**src/rtl/dmem_arbiter_pkg.sv**
```systemverilog
// Shared types and helpers for the two-port data-memory arbiter.
// Holds the FSM state encoding, the word width and the address/lock-width helpers.
package dmem_arbiter_pkg;

  localparam int unsigned WORD_W = 32;

  typedef enum logic [1:0] {
    StIdle = 2'd0,
    StOwn0 = 2'd1,
    StOwn1 = 2'd2
  } arb_state_e;

  // Width needed to hold a lock counter that counts up to max_lock inclusive.
  function automatic int unsigned lock_w(input int unsigned max_lock);
    return (max_lock < 1) ? 1 : $clog2(max_lock + 1);
  endfunction

  function automatic logic addr_in_range(input logic [WORD_W-1:0] addr,
                                         input int unsigned       depth);
    return addr < depth;
  endfunction

endpackage

```
**src/rtl/dmem_arbiter_rr_pick2.sv**
```systemverilog
// Combinational two-way round-robin pick.
// On a tie the port that was not granted last wins; the result is one-hot or zero.
module dmem_arbiter_rr_pick2 (
  input  logic       req0,
  input  logic       req1,
  input  logic       last,
  output logic [1:0] gnt
);

  always_comb begin
    gnt = 2'b00;
    if (req0 && req1) begin
      gnt = last ? 2'b01 : 2'b10;
    end else if (req0) begin
      gnt = 2'b01;
    end else if (req1) begin
      gnt = 2'b10;
    end
  end

endmodule

```
**src/rtl/dmem_arbiter.sv**
```systemverilog
// Two-port round-robin arbiter for the single-ported data memory, with an optional
// bounded lock, registered read-data return and out-of-range address rejection.
module dmem_arbiter
  import dmem_arbiter_pkg::*;
#(
  parameter int unsigned DEPTH    = 64,
  parameter int unsigned MAX_LOCK = 4
) (
  input  logic              clk,
  input  logic              rst,
  input  logic              req0,
  input  logic              req1,
  input  logic              we0,
  input  logic              we1,
  input  logic              lock0,
  input  logic              lock1,
  input  logic [WORD_W-1:0] addr0,
  input  logic [WORD_W-1:0] addr1,
  input  logic [WORD_W-1:0] wdata0,
  input  logic [WORD_W-1:0] wdata1,
  output logic              gnt0,
  output logic              gnt1,
  output logic              rvalid0,
  output logic              rvalid1,
  output logic [WORD_W-1:0] rdata0,
  output logic [WORD_W-1:0] rdata1,
  output logic              err0,
  output logic              err1,
  output logic              mem_read,
  output logic              mem_write,
  output logic [WORD_W-1:0] mem_addr,
  output logic [WORD_W-1:0] mem_wdata,
  input  logic [WORD_W-1:0] mem_rdata
);

  localparam int unsigned     LockW   = lock_w(MAX_LOCK);
  localparam logic [LockW-1:0] LockMax = LockW'(MAX_LOCK);

  arb_state_e       state_q, state_d;
  logic             last_q, last_d;
  logic [LockW-1:0] lock_cnt_q, lock_cnt_d;
  logic [LockW-1:0] lock_cnt_inc;

  logic [1:0]        rr_gnt;
  logic              ok0, ok1;
  logic              sel_we, sel_ok, sel_lock;
  logic [WORD_W-1:0] sel_addr, sel_wdata;
  logic              rvalid0_q, rvalid1_q, err0_q, err1_q;

  dmem_arbiter_rr_pick2 u_rr_pick2 (
    .req0 (req0),
    .req1 (req1),
    .last (last_q),
    .gnt  (rr_gnt)
  );

  assign ok0          = addr_in_range(addr0, DEPTH);
  assign ok1          = addr_in_range(addr1, DEPTH);
  assign lock_cnt_inc = lock_cnt_q + LockW'(1);

  // State register
  always_ff @(posedge clk) begin
    if (rst) begin
      state_q    <= StIdle;
      last_q     <= 1'b1;
      lock_cnt_q <= '0;
    end else begin
      state_q    <= state_d;
      last_q     <= last_d;
      lock_cnt_q <= lock_cnt_d;
    end
  end

  // Next state. lock_cnt counts the granted cycles of the current locked run,
  // so a run is released on the grant that brings it to MAX_LOCK.
  always_comb begin
    state_d    = state_q;
    last_d     = last_q;
    lock_cnt_d = lock_cnt_q;
    unique case (state_q)
      StIdle: begin
        if (gnt0 || gnt1) begin
          last_d = gnt1;
          if (sel_lock && (MAX_LOCK > 1)) begin
            state_d    = gnt1 ? StOwn1 : StOwn0;
            lock_cnt_d = LockW'(1);
          end
        end
      end
      StOwn0: begin
        if (gnt0 && lock0 && (lock_cnt_inc < LockMax)) begin
          lock_cnt_d = lock_cnt_inc;
        end else begin
          state_d    = StIdle;
          lock_cnt_d = '0;
          last_d     = 1'b0;
        end
      end
      StOwn1: begin
        if (gnt1 && lock1 && (lock_cnt_inc < LockMax)) begin
          lock_cnt_d = lock_cnt_inc;
        end else begin
          state_d    = StIdle;
          lock_cnt_d = '0;
          last_d     = 1'b1;
        end
      end
      default: begin
        state_d    = StIdle;
        lock_cnt_d = '0;
      end
    endcase
  end

  // Outputs: grants (suppressed during reset) and the memory-side mux.
  always_comb begin
    gnt0      = 1'b0;
    gnt1      = 1'b0;
    if (!rst) begin
      unique case (state_q)
        StIdle: begin
          gnt0 = rr_gnt[0];
          gnt1 = rr_gnt[1];
        end
        StOwn0:  gnt0 = req0;
        StOwn1:  gnt1 = req1;
        default: ;
      endcase
    end

    sel_we    = gnt1 ? we1    : we0;
    sel_ok    = gnt1 ? ok1    : ok0;
    sel_lock  = gnt1 ? lock1  : lock0;
    sel_addr  = gnt1 ? addr1  : addr0;
    sel_wdata = gnt1 ? wdata1 : wdata0;

    mem_read  = 1'b0;
    mem_write = 1'b0;
    mem_addr  = '0;
    mem_wdata = '0;
    if ((gnt0 || gnt1) && sel_ok) begin
      mem_read  = ~sel_we;
      mem_write = sel_we;
      mem_addr  = sel_addr;
      mem_wdata = sel_wdata;
    end
  end

  // Response registers; rdata holds until the next read completes on that port.
  always_ff @(posedge clk) begin
    if (rst) begin
      rvalid0_q <= 1'b0;
      rvalid1_q <= 1'b0;
      err0_q    <= 1'b0;
      err1_q    <= 1'b0;
      rdata0    <= '0;
      rdata1    <= '0;
    end else begin
      rvalid0_q <= gnt0 & ok0 & ~we0;
      rvalid1_q <= gnt1 & ok1 & ~we1;
      err0_q    <= gnt0 & ~ok0;
      err1_q    <= gnt1 & ~ok1;
      if (gnt0 && ok0 && !we0) begin
        rdata0 <= mem_rdata;
      end
      if (gnt1 && ok1 && !we1) begin
        rdata1 <= mem_rdata;
      end
    end
  end

  // A reset arriving while a response is pending drops it immediately.
  assign rvalid0 = rvalid0_q & ~rst;
  assign rvalid1 = rvalid1_q & ~rst;
  assign err0    = err0_q & ~rst;
  assign err1    = err1_q & ~rst;

endmodule

```
**config.mk**
```make
export PLATFORM = sky130hd
export DESIGN_NAME = dmem_arbiter
export DESIGN_NICKNAME = d
export VERILOG_FILES = /design/src/rtl/dmem_arbiter_pkg.sv /design/src/rtl/dmem_arbiter_rr_pick2.sv /design/src/rtl/dmem_arbiter.sv
export SDC_FILE = /design/constraint.sdc
export NUM_CORES = 1
export LEC_CHECK = 0
export BUFFER_PORTS_ARGS = -buffer_cell sky130_fd_sc_hd__buf_4
export CELL_PAD_IN_SITES_DETAIL_PLACEMENT = 1
export CELL_PAD_IN_SITES_GLOBAL_PLACEMENT = 1
export CORE_MARGIN = 2
export CORE_UTILIZATION = 28
export CTS_CLUSTER_SIZE = 20
export DETAILED_ROUTE_END_ITERATION = 16
export HOLD_SLACK_MARGIN = 0.1
export PLACE_DENSITY = 0.9
export SLEW_MARGIN = 0
export SYNTH_ARGS = -nofsm -noshare
export SYNTH_HDL_FRONTEND = slang
export SYNTH_SLANG_ARGS = --single-unit
```
**constraint.sdc**
```tcl
create_clock -name clk -period 9.4 [get_ports clk]
set_input_delay 2.82 -clock clk [delete_from_list [all_inputs] [get_ports clk]]
set_output_delay 2.82 -clock clk [all_outputs]
set_load 0.005 [all_outputs]
```
==> summary.md <==
| Metric | Value |
|---|---|
| Vias in the first global route | `4855` |
| Leakage Power | `2.96 nW` |
| Postcts setup bufs | `0` |
| Syn Area/Cell | `7.78 um^2` |
| Count of pins over their slew limit | `0` |
| Top-count cell post-synth | `nand3_1` |
| Crit-path max FO | `81` |
| Critical path buffers and inverters | `3` |
| Worst endpoint data arrival time | `5010 ps` |
| RSZ-0062 raised after global routing | `no` |
| Worst Max-Slew Pin Slew | `1160 ps` |
| Peak supply drop | `84.3 uV` |
| Layout cells sized above 1 | `0.403` |
| Core Box Area | `13800 um^2` |
| Net count reported at finish | `934` |
| Grt met1 use | `0.228` |
| CTS Sinks | `74` |
| Port Buf Inserts | `277` |
| WL final | `16.8 mm` |
| Clock latency at the later pin of the worst-skew pair | `330 ps` |
| Worst path top cell family by delay | `simple AND/OR/NAND/NOR gates` |
| CTS tree | `yes` |
| Skew final | `5.78 ps` |
| Max-Cap Viols | `0` |
| Placed Cells | `928` |
| Slowest CP cell | `inv_2` |
| Worst endpoint required time | `6580 ps` |
| Ports | `304` |
| Status | `complete, no violations` |
| DRT Pass-1 Iters | `4` |
| Most frequent CP cell | `buf_4` |
| Setup TNS | `0 ps` |
| Non-filler cells, final | `947` |
| Cell Chain, Critical Path | `buf_4 > nand2b_1 > or2_2 > inv_2 > nand3_1 > nand2_1 > buf_4` |
| Area Growth Syn to Fin | `60.0%` |
| Cells after Synth | `507` |
| Core Rows | `43` |
| Initial core utilization | `0.285` |
| Post-CTS resize count | `0` |
| Crit. End Element | `primary output` |
| Die width | `123 um` |
| Initial antenna violation count | `3` |
| GR Util met2 | `0.398` |
| Synthesized flop and latch total | `74` |
| Grt peak-use layer | `met2` |
| Drt via density | `4.94` |
| Synth Flop Type | `dfxtp_1` |
| Routability cong. | `0.873` |
| Global Route Usage Sum | `0.215` |
| Hold WS | `483 ps` |
| Setup CP Type | `in -> out` |
| Clk root buf | `clkbuf_16` |
| Congestion Overflow GR | `0` |
| CTS Buf Count | `9` |
| Power Dens Cells | `138 nW/um^2` |
| Pin count of the biggest net entering global routing | `82` |
| First-pass GRT wire length | `25.1 mm` |
| Number of synthesized flops with an enable pin | `0` |
| Final setup vio count | `0` |
| Power Total | `0.871 mW` |
| Post-CTS Hold Buffers | `0` |
| Minimum clock period | `7830 ps` |
| DRT iter0 DRCs | `258` |
| Dominant cells by area after synthesis | `dfxtp_1, nand3_1, mux2i_1` |
| Ys async rst share | `0` |
| Hpwl dp | `12.7 mm` |
| Reg clk slew, reported paths | `60 ps` |
| Wirelength per Cell | `17.7 um` |
| Drt drc | `0` |
| Startpoint types | `input port` |
| Syn. warnings | `0` |
| Synthesized area | `3940 um^2` |
| Post-route ant nets | `0` |
| Core Util, Final | `0.456` |
| Final Hold Violating Endpoints | `0` |
| Vias | `4675` |
| Longest Clk Path Bufs | `2` |
| H-tree Lvls | `3` |
| Tcrit/Tclk final | `0.833` |
| Die area | `15000 um^2` |
| Post-synthesis sequential area ratio | `0.376` |
| M3 GR Usage | `0.0581` |
| Worst Hold Class | `reg -> reg` |
| Critical path's largest stage delay | `600 ps` |
| Max transition margin | `0.226` |
| Post-synth top area share | `0.376` |
| Netlist cell types | `41` |
| Area leader, netlist | `dfxtp_1` |
| Max Fclk | `128 MHz` |
| Die H | `123 um` |
| Synth cell count leaders | `nand3_1, dfxtp_1, nand2_1, nor2_1, a21oi_1` |
==> layer usage <==
metal | vias up | wire, um
met5 | - | 0
met4 | 0 | 529
met3 | 32 | 1070
met2 | 193 | 8830
met1 | 2209 | 6340
li1 | 2241 | -
==> state kept, by name (all words and copies together), names as in the netlist <==
name and flops:
last_q 1, rvalid0_q 1, rdata1 32, err0_q 1
state_q 2, rvalid1_q 1, err1_q 1, rdata0 32
lock_cnt_q 3
==> area by class of cell <==
cell class | instances | area, um^2
fill | 1712 | 7520
clock inverter | 6 | 65.1
clock buffer | 10 | 229
timing repair buffer | 284 | 2130
antenna | 3 | 7.51
tap | 180 | 225
inverter | 7 | 26.3
multi-input combinational | 383 | 2140
sequential | 74 | 1480
==> cell families after synthesis <==
group,Yosys count,share of synthesized area
other,1,0.000951
multiplexers,33,0.0838
buffers and inverters,75,0.108
AND/OR/NAND/NOR,237,0.299
XOR/XNOR,1,0.00222
adder cells (fa/ha/maj),7,0.0222
flip-flops,74,0.376
AO/OA/AOI/OAI,79,0.108
==> worst min-delay path: stages, from the launching register on <==
cell and delay, ps:
dfxtp_1 310, o21ai_1 70, a21oi_1 60
==> report_power, final <==
| part | switching, mW | internal (mW) |
|---|---|---|
| Clock | 0.136 | 0.206 |
| Sequential | 0.00704 | 0.322 |
| Combinational | 0.115 | 0.0855 |
| Total | 0.258 | 0.613 |
==> placed cells by master (no fill, tap or decap), types with 9 or more instances in the layout <==
master and instances:
buf_4 284, nand3_1 113, dfxtp_1 74, nand2_1 40, nor2_1 39, a21oi_1 36
mux2i_1 33, o21ai_1 33, conb_1 26, nor4_1 14, clkbuf_16 9
==> per-stage QoR <==
| stage | instance area (um^2) | setup slack, ps |
|---|---|---|
| 5_1_grt | 6310 | 1400 |
| 2_1_floorplan | 4040 | 2210 |
| 4_1_cts | 6300 | 1570 |
| 3_3_place_gp | 6010 | 1590 |
| 3_5_place_dp | 6010 | 1570 |
| 6_report | 6310 | 1570 |
==> path summary, 6_finish.rpt <==
check	startpoint	to	slack, ps	depth (start not counted)
setup / recovery	rst	mem_wdata[1]	1570	7
setup reg to reg	state_q[0]	rdata1[12]	6410	8
hold reg to reg	rdata1[14]	rdata1[14]	480	2
hold / removal	rdata1[14]	rdata1[14]	480	2
Power figures use the tool's default switching activity.
